==> src/rtl/mux_rr_arbiter.sv <==
// Round-robin select controller for a shared N:1 mux channel.
// Grants are held for up to MAX_HOLD accepted transfers, then a one-cycle idle gap.
module mux_rr_arbiter #(
  parameter int N        = 4,
  parameter int W        = 1,
  parameter int MAX_HOLD = 4
) (
  input  logic                    clk,
  input  logic                    reset,
  input  logic [N-1:0]            req,
  input  logic [N*W-1:0]          data_in,
  input  logic                    ready,
  output logic [N-1:0]            grant,
  output logic [$clog2(N)-1:0]    sel,
  output logic                    valid,
  output logic [W-1:0]            s,
  output logic                    busy
);

  localparam int SW = $clog2(N);
  localparam int CW = $clog2(MAX_HOLD + 1);

  typedef enum logic {S_IDLE, S_GRANT} state_t;

  state_t          r_state;
  logic [N-1:0]    r_grant;
  logic [SW-1:0]   r_sel;
  logic            r_busy;
  logic [SW-1:0]   r_ptr;
  logic [CW-1:0]   r_cnt;

  state_t          w_state_next;
  logic [N-1:0]    w_grant_next;
  logic [SW-1:0]   w_sel_next;
  logic            w_busy_next;
  logic [SW-1:0]   w_ptr_next;
  logic [CW-1:0]   w_cnt_next;

  logic [SW-1:0]   w_winner;
  logic [SW-1:0]   w_idx;
  logic            w_valid;
  logic            w_xfer;
  logic            w_last_beat;
  logic [W-1:0]    w_slot [N];

  genvar gi;
  generate
    for (gi = 0; gi < N; gi++) begin : g_slot
      assign w_slot[gi] = data_in[gi*W +: W];
    end
  endgenerate

  // Descending scan so the lowest offset from r_ptr is the last (winning) assignment.
  always_comb begin
    w_winner = r_ptr;
    w_idx    = r_ptr;
    for (int k = N - 1; k >= 0; k--) begin
      w_idx = r_ptr + SW'(k);
      if (req[w_idx]) begin
        w_winner = w_idx;
      end
    end
  end

  assign w_valid     = r_busy & req[r_sel];
  assign w_xfer      = w_valid & ready;
  assign w_last_beat = w_xfer && (r_cnt == CW'(MAX_HOLD - 1));

  always_comb begin
    w_state_next = r_state;
    w_grant_next = r_grant;
    w_sel_next   = r_sel;
    w_busy_next  = r_busy;
    w_ptr_next   = r_ptr;
    w_cnt_next   = r_cnt;
    case (r_state)
      S_IDLE: begin
        if (|req) begin
          w_state_next = S_GRANT;
          w_sel_next   = w_winner;
          w_grant_next = N'(1) << w_winner;
          w_busy_next  = 1'b1;
          w_cnt_next   = '0;
        end
      end
      S_GRANT: begin
        // Release wins over a final-beat count update; owner drops to lowest priority.
        if (!req[r_sel] || w_last_beat) begin
          w_state_next = S_IDLE;
          w_grant_next = '0;
          w_busy_next  = 1'b0;
          w_cnt_next   = '0;
          w_ptr_next   = r_sel + SW'(1);
        end else if (w_xfer) begin
          w_cnt_next = r_cnt + CW'(1);
        end
      end
      default: begin
        w_state_next = S_IDLE;
      end
    endcase
  end

  always_ff @(posedge clk or posedge reset) begin
    if (reset) begin
      r_state <= S_IDLE;
      r_grant <= '0;
      r_sel   <= '0;
      r_busy  <= 1'b0;
      r_ptr   <= '0;
      r_cnt   <= '0;
    end else begin
      r_state <= w_state_next;
      r_grant <= w_grant_next;
      r_sel   <= w_sel_next;
      r_busy  <= w_busy_next;
      r_ptr   <= w_ptr_next;
      r_cnt   <= w_cnt_next;
    end
  end

  assign grant = r_grant;
  assign sel   = r_sel;
  assign busy  = r_busy;
  assign valid = w_valid;
  assign s     = w_valid ? w_slot[r_sel] : '0;

endmodule
==> config.mk <==
export PLATFORM = sky130hd
export DESIGN_NAME = mux_rr_arbiter
export DESIGN_NICKNAME = d
export VERILOG_FILES = /design/src/rtl/mux_rr_arbiter.sv
export SDC_FILE = /design/constraint.sdc
export NUM_CORES = 1
export LEC_CHECK = 0
export BUFFER_PORTS_ARGS = -buffer_cell sky130_fd_sc_hd__buf_2
export CAP_MARGIN = 15
export CORE_MARGIN = 3
export CORE_UTILIZATION = 40
export CTS_CLUSTER_DIAMETER = 40
export DETAILED_ROUTE_END_ITERATION = 8
export GPL_TIMING_DRIVEN = 1
export PLACE_DENSITY = 0.66
export SLEW_MARGIN = 20
export SYNTH_ARGS = -nofsm -noshare
export SYNTH_HDL_FRONTEND = slang
export SYNTH_SLANG_ARGS = --single-unit
==> constraint.sdc <==
create_clock -name clk -period 1.77 [get_ports clk]
set_clock_uncertainty 0.2 [all_clocks]
set_input_delay 0.2655 -clock clk [delete_from_list [all_inputs] [get_ports clk]]
set_output_delay 0.2655 -clock clk [all_outputs]
set_load 0.1 [all_outputs]
=== Word level (Yosys, flattened, before mapping) ===
Cells that the tools add are included.

* Bits in registers: 13
* Input port bits: 11
* Output and inout bits: 9
* Logic and storage cells: 65

* Add/sub/neg operators: 5
* Order comparisons: 6
* Equal/unequal tests: 4
* Shift-type cells: 1
* Muxes and demuxes: 31
* Bitwise operators: 4
* Reduce and logical (&&, ||, !) cells: 8

{| class="wikitable"
|+ Operators by type and width
! kind !! count
|-
| < comparator 2 x 3 -> 1 bit, second input constant || 5
|-
| binary-select mux 1 bit (select 2 bit) || 6
|-
| two-way mux 1 bit || 12
|-
| two-way mux 3 bit || 3
|-
| two-way mux 2 bit || 4
|-
| two-way mux 4 bit || 2
|-
| case mux 4 bit (2 select lines) || 1
|-
| AND reduction 2 bit || 4
|-
| case mux 3 bit (2 select lines) || 1
|-
| adder 2 x 1 -> 2 bit, second input constant || 2
|-
| adder 2 bit, second input constant || 2
|-
| case mux 1 bit (2 select lines) || 2
|-
| OR reduction 4 bit || 1
|-
| << shifter 1 x 2 -> 4 bit, first input constant || 1
|-
| adder 3 x 1 -> 3 bit, second input constant || 1
|-
| == test 3 x 2 -> 1 bit, second input constant || 1
|-
| greater-or-equal comparator 3 bit, second input constant || 1
|-
| inequality test 3 x 1 -> 1 bit, second input constant || 1
|-
| inverter 2 -> 3 bit || 1
|-
| AND 1 bit || 2
|-
| inequality test 2 x 1 -> 1 bit, second input constant || 1
|-
| inequality test 2 bit, second input constant || 1
|-
| logical AND 1 bit || 1
|-
| logical NOT 1 bit || 1
|-
| other kinds (2) || 2
|}

=== Longest topological paths before layout ===
* Depth after elaboration: 10
* Mapped depth: 6
* Mapped depth without buffers: 6

=== Least setup slack after synthesis ===
No wires, ideal clock.

* Path type: register -> register
* Start point: register r_sel[1], in the netlist sel[1]
* End point: register r_grant[0], in the netlist grant[0]
* Setup time: 0.123 ns
* Arrival time: 2.180 ns
* Data required time: 1.447 ns
* Slack: -0.733 ns
* Cell stages (with the launch flop): 5
* Buffers on the path: 0
* Period minus slack after synthesis: 2.503 ns
* Cells stage by stage: dfrtp_1 > mux4_2 > a21oi_2 > nor2_1 > a32o_1

* Longest elaborated chain between the ends: 8
* Elaborated cells between the ends (all ways): 9
* Classes of those cells: eq/ne: 1; mux: 2; bitwise: 2; reduce/logical: 4

{| class="wikitable"
|+ Ends and longest elaborated chain
! item !! line !! source
|-
| start: declaration || 27 || <nowiki>logic [SW-1:0] r_sel;</nowiki>
|-
| start signal: assignment || 115 || <nowiki>r_sel <= w_sel_next;</nowiki>
|-
| binary-select mux 1 bit (select 2 bit) * || 65, 88 ||
|-
| two-way mux 1 bit (implied by the code) * || 65, 88 ||
|-
| AND 1 bit || 65 || <nowiki>assign w_valid = r_busy & req[r_sel];</nowiki>
|-
| AND 1 bit || 66 || <nowiki>assign w_xfer = w_valid & ready;</nowiki>
|-
| logical AND 1 bit || 67 || <nowiki>assign w_last_beat = w_xfer && (r_cnt == CW'(MAX_HOLD - 1));</nowiki>
|-
| logical OR 1 bit * || 88 || <nowiki>if (!req[r_sel] || w_last_beat) begin</nowiki>
|-
| inequality test 2 x 1 -> 1 bit (no line) * || - ||
|-
| AND reduction 2 bit (no line) * || - ||
|-
| end signal: assignment || 114 || <nowiki>r_grant <= w_grant_next;</nowiki>
|-
| end: declaration || 26 || <nowiki>logic [N-1:0] r_grant;</nowiki>
|}

Mark *: on every way between the ends. The rest lies on a longest branch, timed or not. The select of a mux whose other input is x is not followed.
A chain may end at the register's enable or synchronous reset.

=== Worst setup path after layout ===
* Start point: register r_sel[1], in the netlist sel[1]
* End point: output port s

* Longest elaborated chain between the ends: 5
* Elaborated cells between the ends (all ways): 8
* Classes of those cells: mux: 6; bitwise: 2

{| class="wikitable"
|+ Ends and longest elaborated chain
! item !! line !! source
|-
| inverter 2 -> 3 bit (implied by the code) || 126 || <nowiki>assign s = w_valid ? w_slot[r_sel] : '0;</nowiki>
|-
| binary-select mux 1 bit (select 2 bit) || 126 ||
|-
| two-way mux 1 bit (implied by the code) (2 in a row) || 126 ||
|-
| two-way mux 1 bit * || 126 ||
|-
| end: declaration || 16 || <nowiki>output logic [W-1:0] s,</nowiki>
|}

Marks and branches as above.

==> results_dict.tcl <==
set metrics [dict create \
    synth.avg_cell_area_sq_um 10.4 \
    end_kind "primary output" \
    pin_count 20 \
    initial_utilization_pct 45.1 \
    max_cap_viol_count 0 \
    total_global_route_track_usage_pct 15.8 \
    die_w_um 48.4 \
    mappedNetlistArea_sq_um 719 \
    yosysUniqueCellTypes 27 \
    avgRoutedWirePerCell_um 13.5 \
    place.detailed.hpwl_um 1370 \
    fill_cells 133 \
    timing.final.ws_setup_ns -0.308 \
    min_path_type "in2reg" \
    netlist_instances 69 \
    route.detailed.vias_per_inst 5.30 \
    ff_latch_area_sq_um 334 \
    layout-drive-gt1-share_pct 47.2 \
    ranking_of_synthesized_cells_by_area "dfrtp_1 (45%), a32o_1 (5.6%), a21oi_1 (4.9%)" \
    failed_checks "negative setup slack" \
    place.gp.congestion 0.743 \
    ys.flop_type "dfrtp_1" \
    run_status "finished with violations" \
    setup-violations-final 13 \
    slew_violations 0 \
    clock_tree.htree_level_count 1 \
    grt_first_pass_wirelength_um 2940 \
    design.final.nets 120 \
    pin_count_of_the_biggest_net_entering_global_routing 14 \
    drt-total-wl_um 1750 \
    drt_drc_violations_left 0 \
    detailedPlace.worstSlack_ns -0.0815 \
    yosys_warnings 0 \
    max_clock_freq_mhz 481 \
    rsz0062_at_grt "yes" \
    timing.final.crit_share_pct 117 \
    grt_pass1_vias 667 \
    cts-root-buf "clkbuf_4" \
    coreArea_sq_mm 0.00159 \
    worstMarginPinSlew_ns 0.603 \
    timing.critical_path.arrival_ns 1.61 \
    seq_area_frac_synth_pct 45.2 \
    critPathKind "reg2out" \
    layout_min_cycle_time_ns 2.08 \
    drt_first_pass_iters 2 \
    initial_antenna_violation_count 0 \
    cts_inserted_buffers 3 \
    max-slew-margin-rel_pct 59.8 \
    synth_top_cell_area_share_pct 45.2 \
    drtIter0Drc 12 \
    row_count 14 \
    cts_buffer_depth 2 \
    grt_remaining_overflow 0 \
    clock_tree_from_tritoncts "yes" \
    cts.reportedPaths.clkPinSlew_ns 0.08 \
    place.port_buffers 19 \
    multiInputGateArea_sq_um 404 \
    synth_async_sr_flop_share_pct 100 \
    worstSkewPairLatency_ns 0.27 \
    detailroute.via_count 689 \
    synth_edf_count 0 \
    cts.sinks 13 \
    worst_path_required_time_ns 1.30 \
    synth_top_cells_by_count "dfrtp_1 (13), a21oi_1 (7), inv_1 (6), nand2_1 (6), o21ai_0 (5)" \
    die_height_um 48.4 \
    synthMostInstantiatedCell "dfrtp_1" \
    ys_ff_latch 13 \
    post_synth_net_total 82 \
    timing.final.hold_violations 0 \
    antenna_left 0 \
    cp_max_fo 5 \
    flow.area_growth_from_synthesis_pct 48.2 \
    setup_tns_ns -2.58 \
    die_area_sq_mm 0.00234 \
    antenna-diode-count 0 \
    synth_top_area_cell "dfrtp_1" \
    crit_path_start_kind "flip-flop" \
]
==> layout make-up <==
class	count	share of cell area [%]
Inverter	7	2.58
Sequential cell	13	31.3
Tap cell	24	2.82
Multi-Input combinational cell	49	37.9
Clock buffer	4	2.46
Timing Repair Buffer	33	22.9
==> final timing paths <==
path,startpoint,endpoint,slack [ns],cells past startpoint
max,sel[1],s,-0.31,3
min,ready,r_ptr[1],0.29,5
max reg2reg,sel[1],grant[3],-0.26,6
min reg2reg,grant[2],grant[2],0.30,1
max in group asynchronous,reset,sel[0],0.64,3
min in group asynchronous,reset,r_ptr[0],0.36,3
==> cells by family after synthesis <==
family | share of synthesized area, %
AO/OA/AOI/OAI | 25.6
XOR/XNOR | 1.22
adder cells (fa/ha/maj) | 3.48
buffers and inverters | 3.65
flip-flops | 45.2
multiplexers | 8.17
AND/OR/NAND/NOR | 12.7
==> cell usage in the layout, fill, tap and decap left out, types with 2 or more instances in the layout <==
master,count
a21oi_1,6
a21oi_4,2
a32o_1,4
buf_12,2
buf_2,17
buf_4,10
buf_6,3
clkbuf_4,3
dfrtp_1,10
dfrtp_4,2
ha_1,2
inv_1,6
mux4_2,2
nand2_1,6
nor2_1,3
nor2b_1,2
o21ai_0,5
o22a_1,2
==> repair_timing <==
| action | CTS | global route |
|---|---|---|
| buffers inserted | 4 | 1 |
| endpoints found under the setup margin | 10 | 13 |
| hold endpoints to repair | 13 | 0 |
| resized for setup | 7 | 1 |
| pin swaps | 3 | 2 |
| hold buffers | 1 | 0 |
==> registers in the layout (all words and copies together), names as in the netlist <==
| register | count |
|---|---|
| grant | 4 |
| r_state | 1 |
| r_cnt | 3 |
| r_ptr | 2 |
| sel | 2 |
| busy | 1 |
==> per-stage QoR <==
stage	util, %	hold WS (ns)	area (sq um)	std cells
detailed placement	60.4	0.114	962	120
finish	66.9	0.287	1070	130
global placement	60.4	0.112	962	120
floorplan	-	-0.0576	747	69
CTS	65.9	0.251	1050	129
global route	66.9	0.313	1070	130
==> critical path, cell delays in order (launching register included) <==
cell,delay [ns]
dfrtp_4,0.42
mux4_2,0.55
and3_4,0.21
buf_12,0.16
==> routing by layer <==
| layer | up-vias | global-route usage [%] | part of all wire [%] |
|---|---|---|---|
| li1 | 338 | - | - |
| met1 | 329 | 19.7 | 44 |
| met2 | 18 | 26.1 | 49 |
| met3 | 4 | 3.68 | 5.6 |
| met4 | 0 | 6.64 | 1.2 |
| met5 | - | 0 | 0 |
Power is left out: the tool's default activity adds up to more than one toggle a clock period on the data nets, which glitch-free logic cannot reach.
